File: src/rtl/float_argmax_pkg.sv
// Shared definitions for the float argmax reduction and its comparator.
package float_argmax_pkg;

  localparam int unsigned FLOAT_W = 32;

  // Bit positions of the comparator flag (a = incoming value, b = running max)
  localparam int unsigned CMP_GT = 2;
  localparam int unsigned CMP_EQ = 1;
  localparam int unsigned CMP_LT = 0;

  localparam logic [2:0] FLAG_GT = 3'b100;

  localparam logic [FLOAT_W-1:0] FLOAT_ZERO    = 32'h0000_0000;
  localparam logic [FLOAT_W-1:0] FLOAT_NEG_INF = 32'hFF80_0000;

  typedef enum logic [1:0] {
    ST_IDLE = 2'd0,
    ST_SCAN = 2'd1,
    ST_DONE = 2'd2
  } state_t;

endpackage

File: src/rtl/float_argmax_comp_float.sv
// IEEE-754 single-precision comparator producing a one-hot gt/eq/lt flag,
// or all zeros when either operand is NaN (unordered).
module comp_float
  import float_argmax_pkg::*;
(
  output logic [2:0]         flag,
  input  logic [FLOAT_W-1:0] a,
  input  logic [FLOAT_W-1:0] b
);

  logic a_nan;
  logic b_nan;
  logic mag_gt;
  logic a_gt;

  assign a_nan  = (&a[30:23]) & (|a[22:0]);
  assign b_nan  = (&b[30:23]) & (|b[22:0]);
  assign mag_gt = a[30:0] > b[30:0];

  // Sign-magnitude ordering; both zeros are equal regardless of sign
  always_comb begin
    flag = '0;
    a_gt = 1'b0;
    if (a_nan || b_nan) begin
      flag = '0;
    end else if ((a[30:0] == 31'd0) && (b[30:0] == 31'd0)) begin
      flag[CMP_EQ] = 1'b1;
    end else if (a == b) begin
      flag[CMP_EQ] = 1'b1;
    end else begin
      if (a[31] != b[31]) begin
        a_gt = ~a[31];
      end else begin
        a_gt = a[31] ? ~mag_gt : mag_gt;
      end
      flag[CMP_GT] = a_gt;
      flag[CMP_LT] = ~a_gt;
    end
  end

endmodule

File: src/rtl/float_argmax.sv
// Streaming argmax over N single-precision values: keeps a running max and
// its index, compared against each accepted beat through one comp_float.
module float_argmax
  import float_argmax_pkg::*;
#(
  parameter int N     = 10,
  parameter int IDX_W = 4
) (
  input  logic               clk,
  input  logic               reset,
  input  logic               start,
  input  logic               in_valid,
  output logic               in_ready,
  input  logic [FLOAT_W-1:0] in_data,
  output logic               out_valid,
  input  logic               out_ready,
  output logic [FLOAT_W-1:0] out_max,
  output logic [IDX_W-1:0]   out_idx,
  output logic               busy
);

  localparam logic [IDX_W-1:0] LAST = IDX_W'(N - 1);

  state_t           state;
  logic [IDX_W-1:0] count;
  logic [2:0]       flag;
  logic             accept;

  comp_float u_cmp (
    .flag (flag),
    .a    (in_data),
    .b    (out_max)
  );

  assign accept = in_valid & in_ready;

  // Control FSM with registered handshake outputs and running-max update
  always_ff @(posedge clk) begin
    if (reset) begin
      state     <= ST_IDLE;
      count     <= '0;
      in_ready  <= 1'b0;
      out_valid <= 1'b0;
      out_max   <= FLOAT_ZERO;
      out_idx   <= '0;
      busy      <= 1'b0;
    end else begin
      case (state)
        ST_IDLE: begin
          if (start) begin
            state    <= ST_SCAN;
            count    <= '0;
            busy     <= 1'b1;
            in_ready <= 1'b1;
          end
        end
        ST_SCAN: begin
          if (accept) begin
            // First beat seeds the max unconditionally; later beats need strict gt
            if ((count == '0) || (flag == FLAG_GT)) begin
              out_max <= in_data;
              out_idx <= count;
            end
            count <= count + 1'b1;
            if (count == LAST) begin
              state     <= ST_DONE;
              in_ready  <= 1'b0;
              out_valid <= 1'b1;
            end
          end
        end
        ST_DONE: begin
          if (out_ready) begin
            state     <= ST_IDLE;
            out_valid <= 1'b0;
            busy      <= 1'b0;
          end
        end
        default: begin
          state     <= ST_IDLE;
          in_ready  <= 1'b0;
          out_valid <= 1'b0;
          busy      <= 1'b0;
        end
      endcase
    end
  end

endmodule

File: config.mk
export PLATFORM = sky130hd
export DESIGN_NAME = float_argmax
export DESIGN_NICKNAME = d
export VERILOG_FILES = /design/src/rtl/float_argmax_pkg.sv /design/src/rtl/float_argmax_comp_float.sv /design/src/rtl/float_argmax.sv
export SDC_FILE = /design/constraint.sdc
export NUM_CORES = 1
export LEC_CHECK = 0
export BUFFER_PORTS_ARGS = -buffer_cell sky130_fd_sc_hd__clkbuf_2
export CAP_MARGIN = 25
export CORE_MARGIN = 5
export CORE_UTILIZATION = 40
export DETAILED_ROUTE_END_ITERATION = 16
export PLACE_DENSITY = 0.74
export SLEW_MARGIN = 0
export SYNTH_ARGS = -nofsm -noshare
export SYNTH_HDL_FRONTEND = slang
export SYNTH_SLANG_ARGS = --single-unit
File: constraint.sdc
create_clock -name clk -period 3.1 [get_ports clk]
set_input_delay 0.155 -clock clk [delete_from_list [all_inputs] [get_ports clk]]
set_output_delay 0.155 -clock clk [all_outputs]
set_load 0.01 [all_outputs]
==> summary.txt <==
Status
  – Run status: finished, final reports clean

Global routing
  – Antenna violations before repair: 0
  – Maximum number of pins on one net before global-route repair: 82
  – Global-route wire length before repair: 11.8 mm
  – Total track usage: 14.7%
  – Total gr overflow: 0
  – Number of global-route vias before repair: 2527

Worst setup path
  – Kind of start point of the critical path: register
  – Type of destination of the critical path: register
  – Critical path required time: 3.29 ns
  – Startpoint of the worst register-to-register path: out_max[30]$_SDFFE_PP0P_
  – CP max FO: 20
  – Reg2Reg Capture Point: out_max[5]$_SDFFE_PP0P_
  – Cells on worst reg2reg path: 10
  – CP Class: reg -> reg
  – Flop2flop setup slack: 0.36 ns
  – CP arrival: 2.93 ns

Floorplanning
  – Top-level I/O count: 76
  – Row Count: 32
  – Chip Width: 98.1 um
  – Initial standard-cell utilization of the core: 40.6%
  – Core area: 7650 um^2
  – Chip Height: 98.1 um
  – Die Outline Area: 9620 um^2

Cells and area
  – Area of the multi-input gates: 1970 um^2
  – Layout filler cell count: 741
  – Layout area overhead: 17.1%
  – Commonest cells after routing, fill and taps aside: 75 x sky130_fd_sc_hd__clkbuf_2, 71 x sky130_fd_sc_hd__nand2b_1, 45 x sky130_fd_sc_hd__dfxtp_1
  – Antenna diode instance count: 0
  – Fraction of final layout cells sized beyond drive strength 1: 20.4%
  – Final core utilization: 47.5%
  – Flip-flop and latch area: 901 um^2
  – Most common cell after layout, fill and taps aside: sky130_fd_sc_hd__clkbuf_2
  – NumNets Final: 507

Clock network
  – CTS Buf Count: 5
  – Deepest clock path buffer count: 2
  – Hold-fix buffers, CTS: 0
  – Clock latency reported for the late side of the worst-skew pair: 0.31 ns
  – CTS H-tree lvls: 2
  – Clock net sink count: 45
  – Root Buffer Master: sky130_fd_sc_hd__clkbuf_8
  – CTS-repair resized insts: 0
  – Number of buffers inserted to repair setup after CTS: 0
  – Clock-pin slew on the worst setup and hold paths: 0.10 ns
  – TritonCTS clock tree: done

Place
  – Routability cong.: 0.833
  – Half-perimeter wire length of the detailed placement result: 5.66 mm
  – PortBufs: 75

Synthesis
  – Part of the Yosys area used for sequential elements: 29.0%
  – Synthesized cell area: 3100 um^2
  – Yosys reg bits: 45
  – Synth area leaders: sky130_fd_sc_hd__dfxtp_1 29%, sky130_fd_sc_hd__nand2b_1 14%, sky130_fd_sc_hd__ha_1 14%
  – Synthesized instance count: 365
  – Synth unique cells: 35
  – Warnings, synthesis: 0
  – Share of the synthesized area in the top cell type: 29.0%
  – Synthesized netlist net count: 436
  – Cell taking the most area after synthesis: sky130_fd_sc_hd__dfxtp_1
  – Post-synthesis area per instance: 8.50 um^2

Drt
  – Number of nets with antenna violations after routing: 0
  – Average detailed-routed wire length per instance: 13.2 um
  – Remaining routing DRC violations: 0
  – Vias: 2710
  – Post-Route WL: 7.10 mm
  – Vias per inst: 5.03
  – Drt initial violations: 89
  – First-pass iteration count of the detailed router: 4

Run
  – Max-cap viol count: 0

STA
  – Total count of max-transition violations in the final report: 0
  – Clock tree skew after final layout: 0.00628 ns
  – Final setup fails: 0
  – Hold violation total from the final report: 0
  – Slew at the pin closest to its max-slew limit: 0.681 ns
  – Sum of negative setup slack: 0 ns
  – Max-Slew Margin vs Limit: 53.9%
  – Minimum clock period: 2.74 ns
  – Unrepaired setup endpoints after global routing: false
  – Peak clock frequency supported by timing: 365 MHz
  – Period utilization: 88.3%

Power
  – Leakage power figure: 1.67 nW
  – Total power: 1.26 mW
  – Worst vdd rail ir drop: 0.160 mV
  – Cell area power density: 347 nW/um^2

Min path
  – Worst hold endpoint: state[0]$_SDFFE_PP0P_
  – Path type of the worst min-delay path: in -> reg
  – Cell count of the worst hold path: 3
  – Startpoint of the tightest hold check path: start
-- worst max-delay path, stage by stage (launching register included) --
cell and delay [ns]:
sky130_fd_sc_hd__dfxtp_1 0.43, sky130_fd_sc_hd__inv_1 0.07, sky130_fd_sc_hd__ha_1 0.30, sky130_fd_sc_hd__nand4_1 0.18
sky130_fd_sc_hd__nor3_1 0.08, sky130_fd_sc_hd__a211oi_1 0.27, sky130_fd_sc_hd__a21boi_0 0.14, sky130_fd_sc_hd__a2111oi_1 0.61
sky130_fd_sc_hd__o21ai_4 0.11, sky130_fd_sc_hd__buf_4 0.27, sky130_fd_sc_hd__mux2i_1 0.16
-- synthesized netlist by cell type --
| library cell | instances |
|---|---|
| sky130_fd_sc_hd__nor4_2 | 1 |
| sky130_fd_sc_hd__buf_12 | 3 |
| sky130_fd_sc_hd__nand4_1 | 14 |
| sky130_fd_sc_hd__nor4b_1 | 1 |
| sky130_fd_sc_hd__dfxtp_1 | 45 |
| sky130_fd_sc_hd__a21boi_0 | 2 |
| sky130_fd_sc_hd__buf_6 | 1 |
| sky130_fd_sc_hd__nor3_1 | 7 |
| sky130_fd_sc_hd__o221ai_1 | 1 |
| sky130_fd_sc_hd__o31ai_1 | 1 |
| sky130_fd_sc_hd__and3b_1 | 1 |
| sky130_fd_sc_hd__a211oi_1 | 4 |
| sky130_fd_sc_hd__nor2_1 | 22 |
| sky130_fd_sc_hd__and2_1 | 1 |
| sky130_fd_sc_hd__o21ai_0 | 6 |
| sky130_fd_sc_hd__or2b_1 | 1 |
| sky130_fd_sc_hd__nand3b_1 | 2 |
| sky130_fd_sc_hd__xor2_1 | 2 |
| sky130_fd_sc_hd__inv_1 | 35 |
| sky130_fd_sc_hd__or4_1 | 2 |
| sky130_fd_sc_hd__clkbuf_1 | 10 |
| sky130_fd_sc_hd__nor2b_1 | 4 |
| sky130_fd_sc_hd__ha_1 | 34 |
| sky130_fd_sc_hd__nand2_1 | 11 |
| sky130_fd_sc_hd__a2111oi_1 | 1 |
| sky130_fd_sc_hd__nand3_1 | 3 |
| sky130_fd_sc_hd__o21ai_1 | 1 |
| sky130_fd_sc_hd__nand2b_1 | 71 |
| sky130_fd_sc_hd__o21a_1 | 1 |
| sky130_fd_sc_hd__nor4_1 | 17 |
| sky130_fd_sc_hd__a2bb2oi_1 | 1 |
| sky130_fd_sc_hd__a21oi_1 | 20 |
| sky130_fd_sc_hd__or2_2 | 1 |
| sky130_fd_sc_hd__o2bb2ai_1 | 1 |
| sky130_fd_sc_hd__mux2i_1 | 37 |
-- cell type report --
cell class	count	share of cell area (%)
multi-input cells	271	54.3
flip-flops and latches	45	24.8
repair buffers	78	11.3
inverters	35	3.61
well taps	102	3.51
clock buffers	5	1.89
clock inverters	3	0.620
-- worst max-delay path by stage --
stage,from,endpoint,depth (start not counted)
finish,out_max[30]$_SDFFE_PP0P_,out_max[5]$_SDFFE_PP0P_,10
global placement,out_max[30]$_SDFFE_PP0P_,out_max[5]$_SDFFE_PP0P_,10
CTS,out_max[30]$_SDFFE_PP0P_,out_max[5]$_SDFFE_PP0P_,10
global route,out_max[29]$_SDFFE_PP0P_,out_max[10]$_SDFFE_PP0P_,10
detailed placement,out_max[30]$_SDFFE_PP0P_,out_max[5]$_SDFFE_PP0P_,10
floorplan,out_max[29]$_SDFFE_PP0P_,out_idx[0]$_SDFFE_PP0P_,11
-- flip-flops by register name, indices dropped and copies added (netlist names) --
register	count
count	4
busy	1
in_ready	1
state	2
out_idx	4
out_valid	1
out_max	32
-- routing by layer --
| metal | wire length (um) | track usage, % | up-vias |
|---|---|---|---|
| met4 | 69 | 3.51 | 0 |
| met2 | 3220 | 23.6 | 64 |
| met1 | 3370 | 19.8 | 1237 |
| li1 | - | - | 1402 |
| met5 | 0 | 0 | - |
| met3 | 443 | 3.71 | 7 |
-- through the flow --
step	hold slack, ns	cells	worst slack [ns]	cell area, um^2
2_1_floorplan	0.307	365	0.747	3100
5_1_grt	0.107	539	0.117	3630
3_5_place_dp	0.423	530	0.382	3520
4_1_cts	0.0820	538	0.362	3610
3_3_place_gp	0.419	530	0.509	3520
6_report	0.0879	539	0.364	3630
-- cell families after synthesis --
family                   after synthesis  share of synthesized area, %
AND/OR/NAND/NOR                      159                          29.6
buffers and inverters                 49                          7.74
flip-flops                            45                          29.0
AO/OA/AOI/OAI                         39                          7.46
multiplexers                          37                          11.9
adder cells (fa/ha/maj)               34                          13.7
XOR/XNOR                               2                         0.565
-- where the power goes --
group	switching (mW)	internal [mW]	total (mW)
logic	0.140	0.120	0.260
clock network	0.223	0.160	0.383
registers	0.0211	0.597	0.618
No activity file was read; power rests on OpenSTA's default activity.
